==> config.mk <==
export PLATFORM = sky130hd
export DESIGN_NAME = bsg_dfi_fifo_to_mem
export DESIGN_NICKNAME = d
export VERILOG_FILES = /design/src/rtl/bsg_dfi_fifo_to_mem.sv
export SDC_FILE = /design/constraint.sdc
export NUM_CORES = 1
export LEC_CHECK = 0
export ABC_AREA = 0
export BUFFER_PORTS_ARGS = -buffer_cell sky130_fd_sc_hd__buf_4
export CAP_MARGIN = 20
export CORE_ASPECT_RATIO = 0.9
export CORE_MARGIN = 1.5
export CORE_UTILIZATION = 63
export DETAILED_ROUTE_END_ITERATION = 12
export HOLD_SLACK_MARGIN = 0.1
export PLACE_DENSITY_LB_ADDON = 0.25
export SETUP_SLACK_MARGIN = 0.15
export SYNTH_ARGS = -nofsm -noshare
export SYNTH_HDL_FRONTEND = slang
export SYNTH_SLANG_ARGS = --single-unit
==> constraint.sdc <==
create_clock -name clk_i -period 25.7 [get_ports clk_i]
set_input_delay 7.71 -clock clk_i [delete_from_list [all_inputs] [get_ports clk_i]]
set_output_delay 7.71 -clock clk_i [all_outputs]
set_load 0.02 [all_outputs]
==> src/rtl/bsg_dfi_fifo_to_mem.sv <==
// Memory-side consumer for the DFI-to-FIFO bridge. Pops DDR3 commands and
// write data, tracks the open row per bank, expands each RD/WR burst into four
// single-beat memory requests and buffers read responses for the bridge.
module bsg_dfi_fifo_to_mem #(
  parameter int unsigned dq_data_width_p = 32,
  parameter int unsigned rd_buf_els_p    = 8
) (
  input  logic                                          clk_i,
  input  logic                                          reset_i,
  input  logic                                          cmd_v_i,
  input  logic [25:0]                                   cmd_data_i,
  output logic                                          cmd_yumi_o,
  input  logic                                          wr_v_i,
  input  logic [2*dq_data_width_p+dq_data_width_p/4-1:0] wr_data_i,
  output logic                                          wr_yumi_o,
  output logic                                          mem_v_o,
  output logic                                          mem_w_o,
  output logic [27:0]                                   mem_addr_o,
  output logic [2*dq_data_width_p-1:0]                  mem_data_o,
  output logic [dq_data_width_p/4-1:0]                  mem_mask_o,
  input  logic                                          mem_ready_i,
  input  logic                                          mem_v_i,
  input  logic [2*dq_data_width_p-1:0]                  mem_data_i,
  output logic                                          rd_v_o,
  output logic [2*dq_data_width_p-1:0]                  rd_data_o,
  input  logic                                          rd_yumi_i,
  output logic                                          err_o
);

  localparam int unsigned DataW = 2 * dq_data_width_p;
  localparam int unsigned MaskW = dq_data_width_p / 4;
  localparam int unsigned PtrW  = (rd_buf_els_p > 1) ? $clog2(rd_buf_els_p) : 1;
  localparam int unsigned CntW  = $clog2(rd_buf_els_p + 1);

  typedef enum logic [1:0] {StIdle, StWrite, StRead} state_e;

  state_e state_q, state_d;

  // Command fields
  logic [2:0]  c_bank;
  logic [15:0] c_addr;
  logic [2:0]  c_op;
  logic        c_cke, c_rstn;
  assign c_bank = cmd_data_i[25:23];
  assign c_addr = cmd_data_i[22:7];
  assign c_cke  = cmd_data_i[6];
  assign c_op   = cmd_data_i[4:2];
  assign c_rstn = cmd_data_i[1];

  // cs_n, odt and the burst-offset address bits carry no meaning here
  logic unused_cmd_bits;
  assign unused_cmd_bits = ^{cmd_data_i[5], cmd_data_i[0], cmd_data_i[9:7]};

  logic [7:0]       open_q;
  logic [15:0]      row_q [8];
  logic [2:0]       bank_q;
  logic [15:0]      brow_q;
  logic [6:0]       col_q;
  logic [1:0]       beat_q;
  logic             err_q;
  logic [CntW-1:0]  cnt_q, outst_q;
  logic [PtrW-1:0]  wptr_q, rptr_q;
  logic [DataW-1:0] buf_q [rd_buf_els_p];

  logic act, pre_one, close_all, burst_start, err_set;
  logic credit, req_fire, rd_req, enq, deq;
  logic [CntW:0] used;

  assign used   = {1'b0, cnt_q} + {1'b0, outst_q};
  assign credit = used < (CntW + 1)'(rd_buf_els_p);

  // Command decode, burst sequencing and handshake outputs
  always_comb begin
    state_d     = state_q;
    cmd_yumi_o  = 1'b0;
    wr_yumi_o   = 1'b0;
    mem_v_o     = 1'b0;
    mem_w_o     = 1'b0;
    act         = 1'b0;
    pre_one     = 1'b0;
    close_all   = 1'b0;
    burst_start = 1'b0;
    err_set     = 1'b0;
    unique case (state_q)
      StIdle: begin
        if (cmd_v_i) begin
          cmd_yumi_o = 1'b1;
          if (!c_rstn) begin
            close_all = 1'b1;
          end else if (c_cke) begin
            unique case (c_op)
              3'b011: begin
                act     = 1'b1;
                err_set = open_q[c_bank];
              end
              3'b010: begin
                close_all = c_addr[10];
                pre_one   = ~c_addr[10];
              end
              3'b001: err_set = |open_q;
              3'b100, 3'b101: begin
                burst_start = 1'b1;
                err_set     = ~open_q[c_bank];
                state_d     = c_op[0] ? StRead : StWrite;
              end
              default: ;
            endcase
          end
        end
      end
      StWrite: begin
        mem_v_o   = wr_v_i;
        mem_w_o   = 1'b1;
        wr_yumi_o = wr_v_i & mem_ready_i;
        if (wr_yumi_o && beat_q == 2'd3) state_d = StIdle;
      end
      StRead: begin
        mem_v_o = credit;
        if (credit && mem_ready_i && beat_q == 2'd3) state_d = StIdle;
      end
      default: state_d = StIdle;
    endcase
    if (reset_i) begin
      cmd_yumi_o = 1'b0;
      wr_yumi_o  = 1'b0;
      mem_v_o    = 1'b0;
    end
  end

  assign req_fire   = mem_v_o & mem_ready_i;
  assign rd_req     = req_fire & ~mem_w_o;
  assign mem_addr_o = {bank_q, brow_q, col_q, beat_q};
  assign mem_data_o = wr_data_i[DataW+MaskW-1:MaskW];
  assign mem_mask_o = ~wr_data_i[MaskW-1:0];
  assign err_o      = err_q;

  // FSM state plus the latched burst address
  always_ff @(posedge clk_i) begin
    if (reset_i) begin
      state_q <= StIdle;
      bank_q  <= '0;
      brow_q  <= '0;
      col_q   <= '0;
      beat_q  <= '0;
    end else begin
      state_q <= state_d;
      if (burst_start) begin
        bank_q <= c_bank;
        brow_q <= row_q[c_bank];
        col_q  <= c_addr[9:3];
        beat_q <= '0;
      end else if (req_fire) begin
        beat_q <= beat_q + 2'd1;
      end
    end
  end

  // Per-bank open flag and row; an ACT to an open bank still takes the new row
  always_ff @(posedge clk_i) begin
    if (reset_i) begin
      open_q <= '0;
      for (int i = 0; i < 8; i++) row_q[i] <= '0;
    end else if (close_all) begin
      open_q <= '0;
    end else if (pre_one) begin
      open_q[c_bank] <= 1'b0;
    end else if (act) begin
      open_q[c_bank] <= 1'b1;
      row_q[c_bank]  <= c_addr;
    end
  end

  // Sticky protocol-violation flag
  always_ff @(posedge clk_i) begin
    if (reset_i) err_q <= 1'b0;
    else if (err_set) err_q <= 1'b1;
  end

  function automatic logic [PtrW-1:0] ptr_inc(input logic [PtrW-1:0] p);
    return (p == PtrW'(rd_buf_els_p - 1)) ? '0 : p + 1'b1;
  endfunction

  // Full-and-popping still accepts a beat since the slot frees this cycle
  assign deq    = rd_yumi_i & rd_v_o;
  assign enq    = mem_v_i & ((cnt_q != CntW'(rd_buf_els_p)) | deq);
  assign rd_v_o = (cnt_q != '0);
  assign rd_data_o = buf_q[rptr_q];

  // Read buffer pointers, occupancy and outstanding-request credit
  always_ff @(posedge clk_i) begin
    if (reset_i) begin
      cnt_q   <= '0;
      outst_q <= '0;
      wptr_q  <= '0;
      rptr_q  <= '0;
    end else begin
      if (enq) wptr_q <= ptr_inc(wptr_q);
      if (deq) rptr_q <= ptr_inc(rptr_q);
      if (enq && !deq) cnt_q <= cnt_q + 1'b1;
      else if (deq && !enq) cnt_q <= cnt_q - 1'b1;
      if (rd_req && !mem_v_i) outst_q <= outst_q + 1'b1;
      else if (mem_v_i && !rd_req && outst_q != '0) outst_q <= outst_q - 1'b1;
    end
  end

  // Read buffer storage
  always_ff @(posedge clk_i) begin
    if (enq) buf_q[wptr_q] <= mem_data_i;
  end

endmodule

Yosys cells after proc, flatten, opt, wreduce, memory -nomap -nowiden
Memories as Yosys holds them, arrays and structs flattened. A register that Yosys moved wholly into a read port is not among the register bits.
Cells that the tools add are included.
Storage, ports and cells
  bits in registers: 37
  memory bits (writable): 640
  input bits: 169
  output and inout bits: 170
  word-level logic and storage cells: 145
  memories: 2
Memory list
  buf_q: depth 8, width 64, read ports 1, clocked after memory_dff 1, wr ports 1, RTL line 63  | logic [DataW-1:0] buf_q [rd_buf_els_p];
  row_q: depth 8, width 16, read ports 1, clocked after memory_dff 1, wr ports 8, RTL line 55  | logic [15:0] row_q [8];
Operators by class
  add/subtract/negate cells: 8
  magnitude comparators: 3
  eq/ne operators: 17
  muxes and demuxes: 67
  bitwise logic cells: 13
  reduce and logical (&&, ||, !) cells: 25
Operators with widths (number)
  $mux W1: 43
  $mux W16: 1
  $mux W4: 4
  $mux W8: 2
  $not A8 Y8: 2
  $reduce_or A16 Y1: 1
  $mux W3: 5
  $mux W2: 7
  $eq A3 B3 Y1 const B: 4
  $ne A2 B2 Y1 const B: 5
  $logic_and A1 B1 Y1: 9
  $add A4 B1 Y4 const B: 2
  $and A8 B8 Y8: 1
  $or A8 B8 Y8: 1
  $reduce_bool A4 Y1: 2
  $reduce_or A8 Y1: 1
  $sub A4 B1 Y4 const B: 2
  $add A3 B1 Y3 const B: 2
  $eq A3 B2 Y1 const B: 2
  $pmux W2 S3: 1
  $reduce_and A6 Y1: 1
  $reduce_bool A2 Y1: 3
  $reduce_or A2 Y1: 3
  $add A4 B4 Y5: 1
  other kinds (18): 28

Depth between registers and ports, before layout
  word-level depth: 13
  depth in mapped cells: 11
  gate-level depth less buffers: 11

Least setup slack after synthesis
No wires, ideal clock.
  kind: input -> output
  start point: input port reset_i
  end point: output port wr_yumi_o
  arrival: 8609 ps
  required time: 17990 ps
  slack: 9381 ps
  stages on the path: 3
  cell sequence: clkbuf_1 -> clkbuf_1 -> nor3b_1
On the way
  word-level cells in the longest chain between the ends: 1
Ends and longest elaborated chain
  start, declared: RTL line 9  | input logic reset_i,
  $mux W1: RTL line 123  | if (reset_i) begin
  end, declared: RTL line 15  | output logic wr_yumi_o,
No other way between the ends.

Final worst setup path
  start point: input port reset_i
  end point: output port mem_v_o
On the way
  word-level cells in the longest chain between the ends: 1
Ends and longest elaborated chain
  $mux W1: RTL line 123
  end, declared: RTL line 16  | output logic mem_v_o,
No other way between the ends.

==> results.sh <==
export IMPL_syn_nets=1726
export IMPL_cts_hold_buf=0
export IMPL_clock_skew_ns=0.0215
export IMPL_hold_violations=0
export IMPL_critPathSlowestCell="buf_4"
export IMPL_max_cap_viol_count=0
export IMPL_core_um2=44200
export IMPL_seq_area_frac_synth_pct=72.0
export IMPL_grt_usage_pct=27.1
export IMPL_leakage_nw=10.9
export IMPL_status="completed"
export IMPL_die_x_um=226
export IMPL_cp_start_kind="input port"
export IMPL_async_flop_share_pct=0
export IMPL_grt_ovfl_total=0
export IMPL_routed_wl_um=61300
export IMPL_drive_gt1_share_pct=33.2
export IMPL_crit_top_cell="buf_4"
export IMPL_max_slew_margin_pct=30.0
export IMPL_dp_hpwl_um=34200
export IMPL_crit_required_ns=17.99
export IMPL_ys_ff_latch=696
export IMPL_yosys_top_cells_count="edfxtp_1, mux4_2, and2_1, mux2_2, buf_4"
export IMPL_fin_setup_tns_ns=0
export IMPL_placedCellCount=2229
export IMPL_area_growth_syn_to_layout_pct=14.0
export IMPL_ant_nets=0
export IMPL_firstDrtPassIters=7
export IMPL_synth_top_area_cell="edfxtp_1"
export IMPL_vias=14600
export IMPL_grt_pass1_wl_um=91400
export IMPL_netlist_area_um2=28300
export IMPL_synth_top_area_share_pct=68.0
export IMPL_crit_chain="buf_4, inv_1, nand2_1, a21oi_1, buf_4"
export IMPL_fillCellCount=2650
export IMPL_io_pins=339
export IMPL_gp_congestion=0.811
export IMPL_fin_crit_ns=16.74
export IMPL_cp_end_kind="output port"
export IMPL_drt_initial_drc_count=1350
export IMPL_critPathKind="in -> out"
export IMPL_synth_distinct_cells=63
export IMPL_htreeDepth=3
export IMPL_nNetsFinal=1889
export IMPL_drv_slew=0
export IMPL_fp_dieArea_um2=46100
export IMPL_fp_row_count=73
export IMPL_cp_arrival_ns=9.03
export IMPL_power_density_nw_per_um2=86.3
export IMPL_cts_repair_resized=0
export IMPL_final_cells=2359
export IMPL_portBuffers=208
export IMPL_synthFlopType="edfxtp_1"
export IMPL_irDropWorstVdd_mv=0.0663
export IMPL_numCtsBuffers=68
export IMPL_wl_per_cell_um=26.0
export IMPL_yosys_cell_count_top_type="edfxtp_1"
export IMPL_setup_viol=0
export IMPL_drt_vias_per_instance=6.18
export IMPL_yosysWarnings=0
export IMPL_clk_pin_slew_ns=0.06
export IMPL_clock_path_buffers=3
export IMPL_synth_edf_count=640
export IMPL_drc=0
export IMPL_syn_area_per_cell_um2=18.4
export IMPL_slowest_delay_ns=0.46
export IMPL_cts_tree="yes"
export IMPL_rsz0062_at_grt="no"
export IMPL_holdCritPathClass="reg -> reg"
export IMPL_syn_inst=1539
export IMPL_grt_pass1_vias=15100
export IMPL_cp_max_fo=51
export IMPL_antenna_found_initial=3
export IMPL_start_util_pct=63.9
export IMPL_clk_latency_ns=0.60
export IMPL_whs_ns=0.457
export IMPL_cts_num_sinks=696
export IMPL_cts_setup_buffers=0
export IMPL_timing_fmax_mhz=59.7
export IMPL_die_h_um=204
export IMPL_synth_area_leaders="edfxtp_1, mux4_2, dfxtp_1"
export IMPL_worst_pin_slew_ns=1.05
export IMPL_grt_max_degree=78
export IMPL_cts_root_buf="clkbuf_16"
export IMPL_post_route_period_util_pct=65.1
layout by cell type (no fill, tap or decap), types with 10 or more instances in the layout:
cell and n:
a211oi_1 10, a21oi_1 41, a221oi_1 19, and2_1 130, buf_4 231, clkbuf_1 13
clkbuf_16 70, clkinv_1 12, dfxtp_1 53, edfxtp_1 640, ha_1 16, inv_1 19
mux2_2 78, mux2i_1 12, mux4_2 136, nand2_1 54, nor2_1 43, nor3_1 13
o21ai_0 12
path summary, 6_finish.rpt:
path / endpoint / start / depth (start not counted) / slack (ns)
max reg2reg: row_q[4][15] / state_q[0] / 7 / 22.15
max: mem_v_o / reset_i / 5 / 8.96
min reg2reg: col_q[3] / col_q[3] / 2 / 0.46
min: col_q[3] / col_q[3] / 2 / 0.46
power breakdown:
group / switching, W / internal [W]
logic: 0.000242 / 0.000244
clock network: 0.000416 / 0.000559
registers: 0.0000375 / 0.00128
layer usage:
layer / vias to the layer above / global-route usage, % / part of all wire (%)
met1: 7502 / 36.6 / 40
met3: 106 / 7.99 / 8.8
met5: - / 0 / 0
li1: 6352 / - / -
met2: 608 / 43.1 / 49
met4: 0 / 8.19 / 2.4
metrics by stage:
stage	cell area [um2]	util, %	setup slack (ns)	total power (W)
after floorplan	28300	-	9.38	0.00168
after global placement	30000	67.8	9.00	0.00181
after detailed placement	30000	67.8	8.98	0.00183
after CTS	32100	72.7	8.98	0.00279
after global routing	32200	72.8	8.89	0.00288
final	32200	72.8	8.96	0.00278
logic make-up after synthesis:
logic type / share of synthesized area, %
compound gates: 3.29
xor+xnor: 0.217
fa+ha+maj: 0.850
buf+inv: 3.23
flops: 72.0
mux: 14.4
simple gates: 6.01
state kept, by name, summed over array words and instances (netlist names), named ones only:
register,cells
rptr_q,3
col_q,7
wptr_q,3
beat_q,2
cnt_q,4
buf_q,512
row_q,128
err_o,1
bank_q,3
brow_q,16
outst_q,4
state_q,2
layout make-up:
class | count | area (um2) | share of cell area (%)
sequential | 696 | 20400 | 63.2
multi-input combinational | 683 | 7050 | 21.9
clock buffer | 85 | 1830 | 5.68
timing repair buffer | 234 | 1790 | 5.57
tap | 600 | 751 | 2.33
clock inverter | 38 | 342 | 1.06
inverter | 19 | 71.3 | 0.221
antenna | 4 | 10.0 | 0.0311
worst max-delay path, delay by kind of cell:
family                 cells  cell delay, ns
AOI/OAI and AO/OA          1            0.07
buffers and inverters      3            1.07
and+or+nand+nor            1            0.15
Note: power is estimated with default switching activity, not from simulation.
